===== config.mk =====
export PLATFORM = sky130hd
export DESIGN_NAME = load_read_unit_flat
export DESIGN_NICKNAME = d
export VERILOG_FILES = /design/src/rtl/load_read_unit_pkg.sv /design/src/rtl/load_read_unit_if.sv /design/src/rtl/load_read_unit_ext.sv /design/src/rtl/load_read_unit.sv /design/src/flat_wrapper.sv
export SDC_FILE = /design/constraint.sdc
export NUM_CORES = 1
export LEC_CHECK = 0
export CORE_MARGIN = 4
export CORE_UTILIZATION = 35
export DETAILED_ROUTE_END_ITERATION = 8
export PLACE_DENSITY_LB_ADDON = 0.2
export SLEW_MARGIN = 0
export SYNTH_ARGS = -nofsm -noshare
export SYNTH_HDL_FRONTEND = slang
export SYNTH_SLANG_ARGS = --single-unit

===== constraint.sdc =====
create_clock -name clk -period 2.25 [get_ports clk]
set_input_delay 0.45 -clock clk [delete_from_list [all_inputs] [get_ports clk]]
set_output_delay 0.45 -clock clk [all_outputs]
set_load 0.03 [all_outputs]

===== src/rtl/load_read_unit_pkg.sv =====
// load_read_unit_pkg
//   Shared definitions for the memory-stage load path: load-type codes,
//   address map of data memory and the two timer blocks, FSM state encoding,
//   and an address-window helper.
package load_read_unit_pkg;

    localparam int LDTYPE_WIDE = 3;

    // Load-type codes carried on LdType
    localparam logic [LDTYPE_WIDE-1:0] LD_NOLOAD = 3'd0;
    localparam logic [LDTYPE_WIDE-1:0] LD_LW     = 3'd1;
    localparam logic [LDTYPE_WIDE-1:0] LD_LH     = 3'd2;
    localparam logic [LDTYPE_WIDE-1:0] LD_LHU    = 3'd3;
    localparam logic [LDTYPE_WIDE-1:0] LD_LB     = 3'd4;
    localparam logic [LDTYPE_WIDE-1:0] LD_LBU    = 3'd5;

    // Address map (inclusive bounds)
    localparam logic [31:0] MIN_DM    = 32'h0000_0000;
    localparam logic [31:0] MAX_DM    = 32'h0000_2FFF;
    localparam logic [31:0] MIN_TC0   = 32'h0000_7F00;
    localparam logic [31:0] MAX_TC0   = 32'h0000_7F0B;
    localparam logic [31:0] MIN_TC1   = 32'h0000_7F10;
    localparam logic [31:0] MAX_TC1   = 32'h0000_7F1B;
    localparam logic [31:0] TC0_COUNT = 32'h0000_7F08;
    localparam logic [31:0] TC1_COUNT = 32'h0000_7F18;

    typedef enum logic [1:0] {
        ST_IDLE = 2'd0,
        ST_REQ  = 2'd1,
        ST_DONE = 2'd2,
        ST_ERR  = 2'd3
    } state_t;

    function automatic logic in_win(input logic [31:0] a,
                                    input logic [31:0] lo,
                                    input logic [31:0] hi);
        return (a >= lo) && (a <= hi);
    endfunction

endpackage


===== src/rtl/load_read_unit_if.sv =====
// load_read_unit_if
//   Read bus between the load unit (master) and the DM/timer fabric (slave).
//   Ports:
//     bus_req   master->slave  read request
//     bus_addr  master->slave  word-aligned read address
//     bus_rdata slave->master  read word
//     bus_ack   slave->master  read acknowledge
//   Handshake: the master raises bus_req with bus_addr and holds both stable
//   until it samples bus_ack=1 on a rising clk edge; bus_rdata is valid only in
//   that cycle. bus_ack is a single-cycle pulse and is ignored while bus_req=0.
//   The master may also withdraw bus_req after its timeout expires.
interface load_read_unit_if;
    logic        bus_req;
    logic [31:0] bus_addr;
    logic [31:0] bus_rdata;
    logic        bus_ack;

    modport master (output bus_req, bus_addr, input bus_rdata, bus_ack);
    modport slave  (input bus_req, bus_addr, output bus_rdata, bus_ack);
endinterface


===== src/rtl/load_read_unit_ext.sv =====
// load_ext
//   Combinational load-data extractor: selects the byte/half/word addressed
//   by the low address bits from a bus word and sign- or zero-extends it.
//   Ports:
//     ld_type  in  load-type code
//     ad       in  byte offset within the word (little-endian lanes)
//     word     in  raw bus word
//     data     out extended result
module load_ext
    import load_read_unit_pkg::*;
(
    input  logic [LDTYPE_WIDE-1:0] ld_type,
    input  logic [1:0]             ad,
    input  logic [31:0]            word,
    output logic [31:0]            data
);

    logic [15:0] half;
    logic [7:0]  byte_sel;

    always_comb begin
        half = ad[1] ? word[31:16] : word[15:0];
        case (ad)
            2'd0:    byte_sel = word[7:0];
            2'd1:    byte_sel = word[15:8];
            2'd2:    byte_sel = word[23:16];
            default: byte_sel = word[31:24];
        endcase

        data = word;
        case (ld_type)
            LD_LH:   data = {{16{half[15]}}, half};
            LD_LHU:  data = {16'h0000, half};
            LD_LB:   data = {{24{byte_sel[7]}}, byte_sel};
            LD_LBU:  data = {24'h000000, byte_sel};
            default: data = word;
        endcase
    end

endmodule


===== src/rtl/load_read_unit.sv =====
// load_read_unit
//   Memory-stage load path. Checks the load address, issues a word-aligned
//   read on the DM/timer bus, waits for the acknowledge (bounded by a
//   timeout), extends the returned data and pulses ld_done. Holds the
//   pipeline stalled while the read is outstanding.
//   Ports:
//     clk        in   clock, rising edge
//     reset      in   asynchronous active-low reset
//     ld_valid   in   load request present in M
//     LdType     in   load-type code
//     Addr       in   byte address
//     Inq        in   interrupt/exception flush
//     DMOv       in   address-calculation overflow
//     bus        --   read bus (master side)
//     ld_data    out  extended load result, held until next completion
//     ld_done    out  one-cycle completion pulse
//     AdEL       out  one-cycle load address exception pulse
//     stall      out  freeze F/D/E/M
//     state_dbg  out  current FSM state
module load_read_unit
    import load_read_unit_pkg::*;
#(
    parameter int LDTYPE_W    = LDTYPE_WIDE,
    parameter int TIMEOUT_CYC = 16
) (
    input  logic                  clk,
    input  logic                  reset,
    input  logic                  ld_valid,
    input  logic [LDTYPE_W-1:0]   LdType,
    input  logic [31:0]           Addr,
    input  logic                  Inq,
    input  logic                  DMOv,
    load_read_unit_if.master      bus,
    output logic [31:0]           ld_data,
    output logic                  ld_done,
    output logic                  AdEL,
    output logic                  stall,
    output state_t                state_dbg
);

    localparam int CNT_W = $clog2(TIMEOUT_CYC);

    state_t              state;
    logic                cancel_q;
    logic [1:0]          ad_q;
    logic [LDTYPE_W-1:0] type_q;
    logic [CNT_W-1:0]    cnt;

    logic is_load, is_word, is_half, is_timer, misaligned, out_of_range;
    logic err, accept, take_err, timeout, cancel_now;
    logic [31:0] ext_data;

    always_comb begin
        is_load  = ld_valid && (LdType != LDTYPE_W'(LD_NOLOAD));
        is_word  = (LdType == LDTYPE_W'(LD_LW));
        is_half  = (LdType == LDTYPE_W'(LD_LH)) || (LdType == LDTYPE_W'(LD_LHU));
        is_timer = in_win(Addr, MIN_TC0, MAX_TC0) || in_win(Addr, MIN_TC1, MAX_TC1);
        misaligned   = (is_word && (Addr[1:0] != 2'b00)) || (is_half && Addr[0]);
        out_of_range = !((Addr <= MAX_DM) || is_timer);
        // Timer registers only support full-word access; COUNT reads fall out legal.
        err      = misaligned || out_of_range || (is_timer && !is_word) || DMOv;
        // A flush outranks both a normal request and an address error.
        accept   = is_load && !Inq && !err;
        take_err = is_load && !Inq && err;
        timeout  = (cnt == CNT_W'(TIMEOUT_CYC - 1));
        // A flush arriving in the ack cycle itself still cancels the result.
        cancel_now = cancel_q || Inq;
        // Reset gating keeps stall low immediately during asynchronous reset.
        stall = reset && (((state == ST_IDLE) && accept) ||
                          ((state == ST_REQ) && !cancel_now));
    end

    load_ext u_ext (
        .ld_type (type_q),
        .ad      (ad_q),
        .word    (bus.bus_rdata),
        .data    (ext_data)
    );

    always_ff @(posedge clk or negedge reset) begin
        if (!reset) begin
            state        <= ST_IDLE;
            cancel_q     <= 1'b0;
            ad_q         <= 2'b00;
            type_q       <= '0;
            cnt          <= '0;
            bus.bus_req  <= 1'b0;
            bus.bus_addr <= 32'h0;
            ld_data      <= 32'h0;
            ld_done      <= 1'b0;
            AdEL         <= 1'b0;
        end else begin
            ld_done <= 1'b0;
            AdEL    <= 1'b0;
            case (state)
                ST_IDLE: begin
                    if (accept) begin
                        state        <= ST_REQ;
                        bus.bus_req  <= 1'b1;
                        bus.bus_addr <= {Addr[31:2], 2'b00};
                        ad_q         <= Addr[1:0];
                        type_q       <= LdType;
                        cnt          <= '0;
                        cancel_q     <= 1'b0;
                    end else if (take_err) begin
                        state <= ST_ERR;
                        AdEL  <= 1'b1;
                    end
                end
                ST_REQ: begin
                    cnt <= cnt + 1'b1;
                    if (Inq) cancel_q <= 1'b1;
                    if (bus.bus_ack) begin
                        bus.bus_req <= 1'b0;
                        if (cancel_now) begin
                            state <= ST_IDLE;
                        end else begin
                            ld_data <= ext_data;
                            ld_done <= 1'b1;
                            state   <= ST_DONE;
                        end
                    end else if (timeout) begin
                        bus.bus_req <= 1'b0;
                        if (cancel_now) begin
                            state <= ST_IDLE;
                        end else begin
                            AdEL  <= 1'b1;
                            state <= ST_ERR;
                        end
                    end
                end
                ST_DONE: state <= ST_IDLE;
                ST_ERR:  state <= ST_IDLE;
                default: state <= ST_IDLE;
            endcase
        end
    end

    assign state_dbg = state;

endmodule

===== src/flat_wrapper.sv =====
// flat-port wrapper written by rule: the top's interface ports become plain ports
module load_read_unit_flat import load_read_unit_pkg::*;
#(
    parameter int LDTYPE_W    = LDTYPE_WIDE,
    parameter int TIMEOUT_CYC = 16
)
  (clk, reset, ld_valid, LdType, Addr, Inq, DMOv, ld_data, ld_done, AdEL, stall, state_dbg, bus_bus_req, bus_bus_addr, bus_bus_rdata, bus_bus_ack);
  load_read_unit_if bus_i ();
  input  logic clk;
  input  logic reset;
  input  logic ld_valid;
  input  logic [LDTYPE_W-1:0] LdType;
  input  logic [31:0] Addr;
  input  logic Inq;
  input  logic DMOv;
  output logic [31:0] ld_data;
  output logic ld_done;
  output logic AdEL;
  output logic stall;
  output state_t state_dbg;
  output wire logic [$bits(bus_i.bus_req)-1:0] bus_bus_req;
  output wire logic [$bits(bus_i.bus_addr)-1:0] bus_bus_addr;
  input wire logic [$bits(bus_i.bus_rdata)-1:0] bus_bus_rdata;
  input wire logic [$bits(bus_i.bus_ack)-1:0] bus_bus_ack;
  assign bus_bus_req = bus_i.bus_req;
  assign bus_bus_addr = bus_i.bus_addr;
  assign bus_i.bus_rdata = bus_bus_rdata;
  assign bus_i.bus_ack = bus_bus_ack;
  load_read_unit #(.LDTYPE_W(LDTYPE_W), .TIMEOUT_CYC(TIMEOUT_CYC)) u_core (.clk(clk), .reset(reset), .ld_valid(ld_valid), .LdType(LdType), .Addr(Addr), .Inq(Inq), .DMOv(DMOv), .bus(bus_i), .ld_data(ld_data), .ld_done(ld_done), .AdEL(AdEL), .stall(stall), .state_dbg(state_dbg));
endmodule

* Word-level counts from Yosys, hierarchy flattened *
Index checks and enable logic that the tools add are counted.
Widths: inputs -> output; s select.

word-level totals
  flip-flop bits (word level) = 77
  input bits = 73

cells by class
  add/sub/neg operators = 1
  $lt $le $gt $ge = 5
  equal/unequal tests = 17
  multiplexer cells = 27
  bitwise logic cells = 1
  reduce and logical (&&, ||, !) cells = 38

operator list
  operator              count
  $pmux 32 s4           1
  $ge 32x15->1 const B  2
  $le 32x15->1 const B  2
  $le 32x14->1 const B  1
  $pmux 8 s3            1
  $mux 16               1
  $eq 3x2->1 const B    4
  $logic_and 1x1->1     12
  $mux 1                12
  $mux 2                6
  $logic_or 1x1->1      9
  $reduce_and 3->1      3
  $pmux 4 s2            1
  $eq 2x2->1 const B    3
  $eq 3x3->1 const B    2
  $pmux 1 s2            3
  $pmux 2 s3            1
  $reduce_and 2->1      3
  $logic_not 1->1       5
  $add 4x1->4 const B   1
  $eq 2x1->1 const B    2
  $eq 4x4->1 const B    1
  $logic_not 2->1       2
  $mux 4                1
  9 further kinds       10

* Logic depth before layout (Yosys ltp) *
  word-level depth = 13
  depth in mapped cells = 8

* Cells and area by module *
A second synthesis with hierarchy kept.

unflattened totals
  cells, all modules = 407
  area total of the unflattened synthesis = 4,140.2 sq um

by module, submodules not included
  module          instances  cells an instance  area each (sq um)  sequential area each (sq um)
  load_read_unit  1          279                3,121.7            1,926.8
  load_ext        1          128                1,018.5            0.0

* Least setup slack after synthesis *
No wires, ideal clock.

  path type = input-to-output
  from = input Addr[28]
  to = output stall
  arrival time = 2.400 ns
  required time = 1.800 ns
  setup slack = -0.600 ns
  stages = 6
  buffers on the path = 1
  cells stage by stage = or4_1 -> nor3_2 -> o311ai_1 -> a211o_1 -> clkbuf_1 -> a21boi_0

on the way
  word-level cells in the longest chain between the ends = 13
  elaborated cells on any way between the ends = 19

RTL lines
  what                                                 line                      text
  start: declaration                                   flat_wrapper.sv:13        input logic [31:0] Addr;
  $ge 32x15->1 / $le 32x15->1 (equally long branches)  load_read_unit_pkg.sv:37  return (a >= lo) && (a <= hi);
  $logic_and 1x1->1                                    load_read_unit_pkg.sv:37
  $logic_or 1x1->1                                     load_read_unit.sv:57      is_timer = in_win(Addr, MIN_TC0, MAX_TC0) || in_win(Addr, MIN_TC1, MAX_TC1);
  $logic_or 1x1->1                                     load_read_unit.sv:59      out_of_range = !((Addr <= MAX_DM) || is_timer);
  $logic_not 1->1                                      load_read_unit.sv:59
  $logic_or 1x1->1                                     load_read_unit.sv:61      err = misaligned || out_of_range || (is_timer && !is_word) || DMOv;
  $logic_or 1x1->1 * (2 in a row)                      load_read_unit.sv:61
  $logic_not 1->1 *                                    load_read_unit.sv:63      accept = is_load && !Inq && !err;
  $logic_and 1x1->1 *                                  load_read_unit.sv:63
  $logic_and 1x1->1 *                                  load_read_unit.sv:69      stall = reset && (((state == ST_IDLE) && accept) ||
  $logic_or 1x1->1 *                                   load_read_unit.sv:69
  $logic_and 1x1->1 *                                  load_read_unit.sv:69
  end: declaration                                     flat_wrapper.sv:19        output logic stall;

Mark *: on every way between the ends. The rest lies on a longest branch, timed or not.

* Final worst setup path *
  from = input Addr[23]
  to = output stall

Same word-level chain as after synthesis.

==> Flow_metrics.wiki <==
{| class="wikitable"
! Metric !! Value
|-
| Status || finished, violations left
|-
| Failing checks || negative setup slack
|-
| Remaining global-route overflow || 0
|-
| Worst R2R Start || u_core.state_dbg[0]
|-
| Detail Route Antenna Nets || 0
|-
| Min setup slack post-route || -0.157 ns
|-
| LEAKAGE || 0.00283 uW
|-
| Maximum number of pins on one net before global-route repair || 78
|-
| Level count of the clock H-tree || 3
|-
| Flops & latches, synth || 77
|-
| CTS hold repair buffers || 0
|-
| Total clock buffers created by CTS || 9
|-
| CTS tree || done
|-
| Y dimension of the die || 112 um
|-
| Via count || 3388
|-
| Utilization after layout || 56.3%
|-
| Setup Crit Path Kind || input pin to output port
|-
| Maximum count of clock buffers along a single path || 2
|-
| Number of warning messages in the yosys log || 0
|-
| HPWL reported at the end of detailed placement || 8.32 mm
|-
| Initial detailed-routing violation count || 117
|-
| Class of the tightest hold or removal check || input pin to async pin
|-
| Launching element type of the critical path || input pin
|-
| CTS clock-pin slew for the worst setup and hold paths || 0.08 ns
|-
| Share of cells above drive strength 1 || 20.7%
|-
| Post-route clock period utilization || 107%
|-
| Launch point of the critical path || Addr[23]
|-
| Layout Skew || 0.0114 ns
|-
| WP data required || 1.80 ns
|-
| Capturing element type of the critical path || output port
|-
| Design Area, Final || 5860 um2
|-
| CP arrival || 1.96 ns
|-
| Number of global-route vias before repair || 3578
|-
| Global-route wire length before repair || 18.0 mm
|-
| Core Rows || 37
|-
| Antenna violations before repair || 0
|-
| P&R area growth vs syn || 55.3%
|-
| Achievable frequency || 415 MHz
|-
| Nets || 606
|-
| Async set-or-reset flop fraction in the synthesized netlist || 100%
|-
| Post-Route Setup TNS || -0.157 ns
|-
| Total routing resource utilization after global routing || 18.0%
|-
| Pre-CTS setup slack || -0.485 ns
|-
| Gate count of the mapped netlist || 362
|-
| Number of enable flip-flop cells after synthesis || 0
|-
| Fin. Hold Viols || 0
|-
| Router iterations before antenna repair || 4
|-
| Die area || 12500 um2
|-
| Placer Congestion || 0.799
|-
| DR WL/cell || 16.9 um
|-
| Number of sinks on the clock net || 77
|-
| Measured slew at the worst slew-check pin || 0.639 ns
|-
| Max Cap Viol || 0
|-
| Final setup violation count || 1
|-
| Worst ir drop on vdd || 421 uV
|-
| Dominant register cell in the synthesized netlist || sky130_fd_sc_hd__dfrtp_1
|-
| Count of boundary I/O pins || 143
|-
| Number of inserted diodes || 0
|-
| Max Transition Viols Final || 0
|-
| Drt total wl || 11.4 mm
|-
| Mean post-synth cell area || 10.4 um2
|-
| Floorplan die width || 112 um
|-
| Starting density of the core || 36.2%
|-
| Share of the yosys chip area belonging to registers || 51.0%
|-
| Placed cell area || 5530 um2
|-
| Post-DR vias/cell || 5.03
|-
| Root buffer cell || sky130_fd_sc_hd__clkbuf_8
|-
| RSZ-0062 raised after global routing || true
|-
| Number of library cell types mapped by synthesis || 42
|-
| Relative max-transition margin || 57.2%
|-
| IO buf count || 140
|-
| Count of unresolved DRC violations after routing || 0
|-
| Post-synth design cell area || 3770 um2
|-
| Maximum fanout encountered on the critical timing path || 2
|-
| Power per Cell Area || 728 nW/um2
|-
| Area of the core || 10400 um2
|-
| Worst skew pair latency || 0.35 ns
|-
| Shortest period the worst path allows || 2.41 ns
|}
worst paths after layout:
path | slack, ns | depth (start not counted) | to
max in group asynchronous | 1.74 | 2 | u_core.cnt[3]
setup reg to reg | 0.46 | 5 | u_core.bus.bus_addr[4]
hold reg to reg | 0.47 | 2 | u_core.ld_data[2]
hold / removal | 0.18 | 2 | u_core.ld_data[6]
min in group clk | 0.34 | 2 | u_core.bus.bus_addr[5]
setup / recovery | -0.16 | 7 | stall
cell usage after synthesis, types with 2 or more instances:
library cell	n	area share (%)
sky130_fd_sc_hd__dfrtp_1	77	51
sky130_fd_sc_hd__nor4_1	3	0.50
sky130_fd_sc_hd__clkbuf_1	14	1.4
sky130_fd_sc_hd__mux4_2	8	4.8
sky130_fd_sc_hd__mux2_4	18	7.2
sky130_fd_sc_hd__nand3_1	45	6.0
sky130_fd_sc_hd__mux2_2	2	0.60
sky130_fd_sc_hd__nand2_1	43	4.3
sky130_fd_sc_hd__buf_1	2	0.20
sky130_fd_sc_hd__and2_1	19	3.1
sky130_fd_sc_hd__clkinv_1	2	0.20
sky130_fd_sc_hd__nor2b_1	9	1.5
sky130_fd_sc_hd__a21oi_1	20	2.7
sky130_fd_sc_hd__nor2_1	27	2.7
sky130_fd_sc_hd__nand2b_1	2	0.33
sky130_fd_sc_hd__buf_6	2	0.60
sky130_fd_sc_hd__o22a_1	8	1.9
sky130_fd_sc_hd__mux2i_1	8	2.1
sky130_fd_sc_hd__buf_4	3	0.60
sky130_fd_sc_hd__xnor2_1	2	0.46
sky130_fd_sc_hd__and3_1	2	0.33
sky130_fd_sc_hd__buf_2	4	0.53
sky130_fd_sc_hd__nor3b_1	3	0.60
sky130_fd_sc_hd__o21ai_0	19	2.5
sky130_fd_sc_hd__a22o_1	2	0.46
sky130_fd_sc_hd__nor3_1	2	0.27
final cells by class:
| class | instances | area [um2] |
|---|---|---|
| Clock buffer | 11 | 131 |
| Clock inverter | 5 | 36.3 |
| Fill cell | 894 | 4550 |
| Inverter | 3 | 11.3 |
| Multi-Input combinational cell | 258 | 1810 |
| Sequential cell | 77 | 1930 |
| Tap cell | 136 | 170 |
| Timing Repair Buffer | 183 | 1770 |
logic make-up after synthesis:
group,after synthesis,synth area share [%]
and+or+nand+nor,162,21.1
DFF,77,51.0
AOI/OAI and AO/OA,55,8.68
muxes,36,14.7
buffers and inverters,28,3.61
xor gates and xnor gates,2,0.464
adders and majority gates,1,0.331
other,1,0.0993
per-stage QoR:
step | power, uW | instances | hold WS, ns
after floorplan | 2590 | 363 | 0.154
after global placement | 3350 | 647 | 0.450
after detailed placement | 3380 | 647 | 0.456
after CTS | 4320 | 673 | 0.182
after global routing | 4490 | 673 | 0.202
final | 4270 | 673 | 0.181
layout by cell type, fill, tap and decap left out, drive strengths merged, types with 8 or more instances in the layout:
cell           count
nor2              27
nor2b              9
dfrtp             77
mux4               8
dlygate4sd2        9
buf               50
a21oi             20
clkdlybuf4s50    108
o21ai             19
nand2             43
clkbuf            13
dlymetal6s2s      13
and2              19
mux2i              8
o22a               8
mux2              20
nand3             45
power breakdown:
| group | internal (uW) | switching (uW) | total (uW) |
|---|---|---|---|
| clock | 404 | 528 | 931 |
| sequential | 1640 | 150 | 1790 |
| combinational | 710 | 839 | 1550 |
per-layer routing:
layer	global-route usage, %	share of wire (%)	vias to the layer above
met1	22.4	43	1627
li1	-	-	1598
met3	6.30	7.9	19
met2	29.3	47	144
met5	0	0	-
met4	5.92	2.3	0
sequential cells by signal, indices dropped and copies added, names as in the netlist, 2 cells and up:
register / cells
u_core.ld_data: 32
u_core.ad_q: 2
u_core.bus.bus_addr: 30
u_core.cnt: 4
u_core.type_q: 3
u_core.state_dbg: 2
worst max-delay path: stages:
cell	delay, ns
sky130_fd_sc_hd__buf_6	0.09
sky130_fd_sc_hd__or4_4	0.54
sky130_fd_sc_hd__nor3_4	0.14
sky130_fd_sc_hd__o311ai_2	0.13
sky130_fd_sc_hd__a211o_1	0.29
sky130_fd_sc_hd__a21boi_4	0.18
sky130_fd_sc_hd__buf_12	0.14
what timing repair did:
| item | in CTS | in global routing |
|---|---|---|
| pin swaps | 12 | 14 |
| gates resized for setup | 33 | 36 |
| setup buffers | 10 | 1 |
| setup endpoints to repair | 19 | 31 |
No activity file was read; power rests on OpenSTA's default activity.
